==> src/rtl/ram_arb_pkg.sv <==
// Shared types for the two-client RAM port arbiter.
// Build option: RAM_ARB_FIXED_PRIO_EN selects fixed priority (client 0 wins ties).
package ram_arb_pkg;

  localparam int unsigned N_CLIENTS = 2;

  // Index of the client that owns the command in flight.
  typedef logic [0:0] owner_t;

  typedef enum logic [1:0] {
    StIdle,
    StIssue,
    StResp
  } arb_state_e;

endpackage

==> src/rtl/rr_arbiter_2.sv <==
// Combinational winner select for two requesters.
// Build option: RAM_ARB_FIXED_PRIO_EN reduces this to a priority encoder (no last input).
module rr_arbiter_2
  import ram_arb_pkg::*;
(
  input  logic [N_CLIENTS-1:0] req,
`ifndef RAM_ARB_FIXED_PRIO_EN
  input  owner_t               last,
`endif
  output logic                 valid,
  output owner_t               win
);

  // Pick the winner among the active requests.
  always_comb begin
    valid = |req;
    win   = owner_t'(0);
`ifdef RAM_ARB_FIXED_PRIO_EN
    if (!req[0] && req[1]) win = owner_t'(1);
`else
    // On a tie the client that did not win last time goes next.
    if (req[0] && req[1]) win = ~last;
    else if (req[1])      win = owner_t'(1);
`endif
  end

endmodule

==> src/rtl/ram_port_arbiter.sv <==
// Two-client arbiter and sequencer in front of a single-port register-array RAM.
// Commands go out as one-cycle read/write strobes; reads return with an rvalid pulse.
// Build option: RAM_ARB_FIXED_PRIO_EN selects fixed priority instead of round-robin.
module ram_port_arbiter
  import ram_arb_pkg::*;
#(
  parameter int unsigned ADDR_W = 2,
  parameter int unsigned DATA_W = 2
) (
  input  logic                        clk,
  input  logic                        rst,
  input  logic [N_CLIENTS-1:0]        req,
  input  logic [N_CLIENTS-1:0]        we,
  input  logic [N_CLIENTS*ADDR_W-1:0] addr,
  input  logic [N_CLIENTS*DATA_W-1:0] wdata,
  output logic [N_CLIENTS-1:0]        gnt,
  output logic [N_CLIENTS-1:0]        rvalid,
  output logic [DATA_W-1:0]           rdata,
  output logic                        ram_read_rq,
  output logic                        ram_write_rq,
  output logic [ADDR_W-1:0]           ram_addr,
  output logic [DATA_W-1:0]           ram_wdata,
  input  logic [DATA_W-1:0]           ram_rdata
);

  arb_state_e state_q, state_d;
  owner_t     owner_q, owner_d;
  logic       cmd_we_q, cmd_we_d;

  // ram_addr_q/ram_wdata_q double as the latched command address and data.
  logic [N_CLIENTS-1:0] gnt_q, gnt_d;
  logic [N_CLIENTS-1:0] rvalid_q, rvalid_d;
  logic [DATA_W-1:0]    rdata_q, rdata_d;
  logic                 rd_q, rd_d;
  logic                 wr_q, wr_d;
  logic [ADDR_W-1:0]    ram_addr_q, ram_addr_d;
  logic [DATA_W-1:0]    ram_wdata_q, ram_wdata_d;

  logic   win_valid;
  owner_t win;

`ifndef RAM_ARB_FIXED_PRIO_EN
  owner_t last_q, last_d;
`endif

  rr_arbiter_2 u_arb (
    .req   (req),
`ifndef RAM_ARB_FIXED_PRIO_EN
    .last  (last_q),
`endif
    .valid (win_valid),
    .win   (win)
  );

  // Next-state and registered-output logic; strobes are set on entry to ISSUE.
  always_comb begin
    state_d     = state_q;
    owner_d     = owner_q;
    cmd_we_d    = cmd_we_q;
    gnt_d       = '0;
    rvalid_d    = '0;
    rdata_d     = rdata_q;
    rd_d        = 1'b0;
    wr_d        = 1'b0;
    ram_addr_d  = ram_addr_q;
    ram_wdata_d = ram_wdata_q;
`ifndef RAM_ARB_FIXED_PRIO_EN
    last_d      = last_q;
`endif
    unique case (state_q)
      StIdle: begin
        if (win_valid) begin
          owner_d     = win;
          cmd_we_d    = we[win];
          ram_addr_d  = addr[win*ADDR_W +: ADDR_W];
          ram_wdata_d = wdata[win*DATA_W +: DATA_W];
          gnt_d[win]  = 1'b1;
          wr_d        = we[win];
          rd_d        = ~we[win];
`ifndef RAM_ARB_FIXED_PRIO_EN
          last_d      = win;
`endif
          state_d     = StIssue;
        end
      end
      StIssue: begin
        state_d = cmd_we_q ? StIdle : StResp;
      end
      StResp: begin
        // RAM read data is valid in this cycle; hand it back to the owner.
        rdata_d           = ram_rdata;
        rvalid_d[owner_q] = 1'b1;
        state_d           = StIdle;
      end
      default: state_d = StIdle;
    endcase
  end

  // State and output registers with synchronous reset.
  always_ff @(posedge clk) begin
    if (rst) begin
      state_q     <= StIdle;
      owner_q     <= owner_t'(0);
      cmd_we_q    <= 1'b0;
      gnt_q       <= '0;
      rvalid_q    <= '0;
      rdata_q     <= '0;
      rd_q        <= 1'b0;
      wr_q        <= 1'b0;
      ram_addr_q  <= '0;
      ram_wdata_q <= '0;
`ifndef RAM_ARB_FIXED_PRIO_EN
      last_q      <= owner_t'(1);
`endif
    end else begin
      state_q     <= state_d;
      owner_q     <= owner_d;
      cmd_we_q    <= cmd_we_d;
      gnt_q       <= gnt_d;
      rvalid_q    <= rvalid_d;
      rdata_q     <= rdata_d;
      rd_q        <= rd_d;
      wr_q        <= wr_d;
      ram_addr_q  <= ram_addr_d;
      ram_wdata_q <= ram_wdata_d;
`ifndef RAM_ARB_FIXED_PRIO_EN
      last_q      <= last_d;
`endif
    end
  end

  assign gnt          = gnt_q;
  assign rvalid       = rvalid_q;
  assign rdata        = rdata_q;
  assign ram_read_rq  = rd_q;
  assign ram_write_rq = wr_q;
  assign ram_addr     = ram_addr_q;
  assign ram_wdata    = ram_wdata_q;

endmodule

==> config.mk <==
export PLATFORM = sky130hd
export DESIGN_NAME = ram_port_arbiter
export DESIGN_NICKNAME = d
export VERILOG_FILES = /design/src/rtl/ram_arb_pkg.sv /design/src/rtl/rr_arbiter_2.sv /design/src/rtl/ram_port_arbiter.sv
export SDC_FILE = /design/constraint.sdc
export NUM_CORES = 1
export LEC_CHECK = 0
export CELL_PAD_IN_SITES_DETAIL_PLACEMENT = 1
export CELL_PAD_IN_SITES_GLOBAL_PLACEMENT = 2
export CORE_MARGIN = 1.5
export CORE_UTILIZATION = 21
export DETAILED_ROUTE_END_ITERATION = 12
export PLACE_DENSITY_LB_ADDON = 0.3
export SLEW_MARGIN = 20
export SYNTH_ARGS = -nofsm -noshare
export SYNTH_HDL_FRONTEND = slang
export SYNTH_HIERARCHICAL = 1
export SYNTH_SLANG_ARGS = --single-unit
export TNS_END_PERCENT = 1
==> constraint.sdc <==
create_clock -name clk -period 1.1 [get_ports clk]
set_input_delay 0.11 -clock clk [delete_from_list [all_inputs] [get_ports clk]]
set_output_delay 0.11 -clock clk [all_outputs]
set_load 0.01 [all_outputs]
==> results.tsv <==
metric	value	unit
final_area	1110	sq um
io_pins	28	
port_buffers	27	
avgSynthCellArea	10.6	sq um
final_cell_mix	14 x dfxtp_1, 13 x clkdlybuf4s50_1, 12 x nor2_1, 12 x dlygate4sd2_1, 8 x buf_4	
synth_warnings	6	
post-route-period-util	104	%
cts_num_sinks	17	
p_int	1.02	mW
first_pass_iters	6	
layout.nets	118	
avgViaCountPerCell	4.33	
p_seq_share	49.6	%
setup_viol	5	
power_density	1260	nW/um^2
clk_latency	0.30	ns
placed_cell_area	968	sq um
num_vias	571	
holdPathStages	4	
netlist_instances	60	
startpoint_type	register	
place.gp.congestion	0.667	
violations	setup timing	
final_common_cell	dfxtp_1	
required	1.30	ns
grt_max_degree	12	
hold_ws	0.265	ns
max-clock-path-buffers	2	
timing.fmax	873	MHz
die-area	3360	sq um
antenna_found_initial	0	
cts_tree	done	
drtAntennaViolNets	0	
slew_headroom	83.7	%
drv_slew	0	
top_layer_used	met4	
cts_buffers	3	
synthesis.nets	76	
drive_above_1_share	30.7	%
drtIter0Drc	13	
power.switching	0.378	mW
grt_usage	9.29	%
dr_wl_met2	645	um
reg2regPathDepth	4	
drc	0	
wl_met1	694	um
core	2810	sq um
tightestPinTransition	0.244	ns
cts-root-buf	clkbuf_4	
die_h	58.0	um
initial_utilization	22.6	%
ys_seq_area_share	53.6	%
pwr-share-comb	26.0	%
outcome	complete, but fails checks	
cp-end-kind	register	
routed_wirelength	1.46	mm
maxCapViolCount	0	
ys_ff_latch	17	
irDropWorstVdd	701	uV
dpl.hpwl	1.03	mm
timing.final.ws_setup	-0.0458	ns
insertedDiodeCount	0	
grt-ovfl-total	0	
wl_per_cell	11.1	um
hp-class	input port to register	
final_hold_viol_count	0	
total_leakage_power	0.526	nW
die_x	58.0	um
arrival	1.34	ns
grt_pass1_wl	2.33	mm
area_growth_syn_to_layout	75.7	%
fin_skew	0.00302	ns
clkPwrFrac	24.5	%
path_class	register to register	
synth_cell_types	20	
num_rows	19	
grt_pass1_vias	562	
crit_fanout	6	
met3_length	92	um
period_needed	1.15	ns
netSwitchingFraction	27.0	%
h-tree-depth	1	
final_util	39.7	%
path_clk_slew	0.10	ns
rsz0062_at_grt	true	
synth_area	634	sq um
## sequential cells by signal (all words and copies together) (netlist names)
name and cells:
cmd_we_q 1, gnt 2, last_q 1, owner_q 1, ram_addr 2, ram_read_rq 1, ram_wdata 2, ram_write_rq 1
rdata 2, rvalid 2, state_q 2
## final timing paths
path         slack (ns)                      end                    start
max               -0.05      last_q$_SDFFE_PP1P_  state_q[1]$_SDFFE_PP0P_
min                0.26        gnt[0]$_SDFF_PP0_                   req[0]
max reg2reg       -0.05      last_q$_SDFFE_PP1P_  state_q[1]$_SDFFE_PP0P_
min reg2reg        0.44  state_q[1]$_SDFFE_PP0P_    cmd_we_q$_SDFFE_PP0P_
## through the flow
| step | instances | power (mW) | setup TNS [ns] | worst slack, ns |
|---|---|---|---|---|
| after floorplan | 60 | 0.847 | 0 | 0.0230 |
| after global placement | 121 | 0.998 | -5.67 | -0.602 |
| after detailed placement | 121 | 0.997 | -5.98 | -0.650 |
| after CTS | 125 | 1.34 | -1.22 | -0.154 |
| after global routing | 132 | 1.48 | -0.791 | -0.101 |
| final | 132 | 1.40 | -0.134 | -0.0458 |
## power by group through the flow
stage	logic (mW)	clock network, mW	registers [mW]
floorplan	0.130	0	0.717
global route	0.396	0.380	0.699
global placement	0.293	0	0.705
CTS	0.291	0.358	0.692
detailed placement	0.293	0	0.704
finish	0.363	0.343	0.693
## cells by family (layout without fill, tap and decap cells)
group	after synthesis	in the layout	share of synthesized area, %
simple gates	24	24	19.7
flops	17	17	53.6
compound gates	8	8	11.8
mux	7	7	11.0
buf+inv	4	45	3.75
## repair_timing
item / CTS / global route
resized for setup: 17 / 10
hold buffers: 0 / 0
endpoints found under the setup margin: 24 / 13
pin swaps: 1 / 8
setup buffers: 0 / 7
## area by class of cell
type	instances	area (sq um)
clock buffers	3	22.5
clock inverters	1	5.00
fillers	331	1690
inverters	1	3.75
multi-input cells	39	307
flip-flops and latches	17	344
well taps	31	38.8
repair buffers	40	394
## critical path: stages, from the launching register on
cell	delay, ns
dfxtp_2	0.35
buf_6	0.12
or3b_4	0.37
a21oi_2	0.14
nand2_1	0.06
## metal layers
metal  global-route usage, %  up-vias
met4                    4.98        0
met3                    3.35        3
met2                    13.8       21
met5                       0        -
li1                        -      285
met1                    11.7      262
## Yosys cell counts
master | n | area, sq um
inv_1 | 1 | 3.75
nor2b_1 | 1 | 6.26
nand3b_1 | 1 | 7.51
a21boi_1 | 1 | 7.51
and3_2 | 1 | 7.51
buf_6 | 1 | 11.3
a211oi_2 | 4 | 50.1
nand2_1 | 4 | 15.0
a21oi_1 | 2 | 10.0
nor2_1 | 12 | 45.0
buf_2 | 1 | 5.00
or3b_1 | 1 | 8.76
or2_1 | 1 | 6.26
a211oi_1 | 1 | 7.51
mux2i_1 | 7 | 70.1
clkbuf_1 | 1 | 3.75
nor4b_1 | 1 | 8.76
or2b_1 | 1 | 7.51
nor3b_2 | 1 | 12.5
dfxtp_1 | 17 | 340
Power figures use the tool's default switching activity.
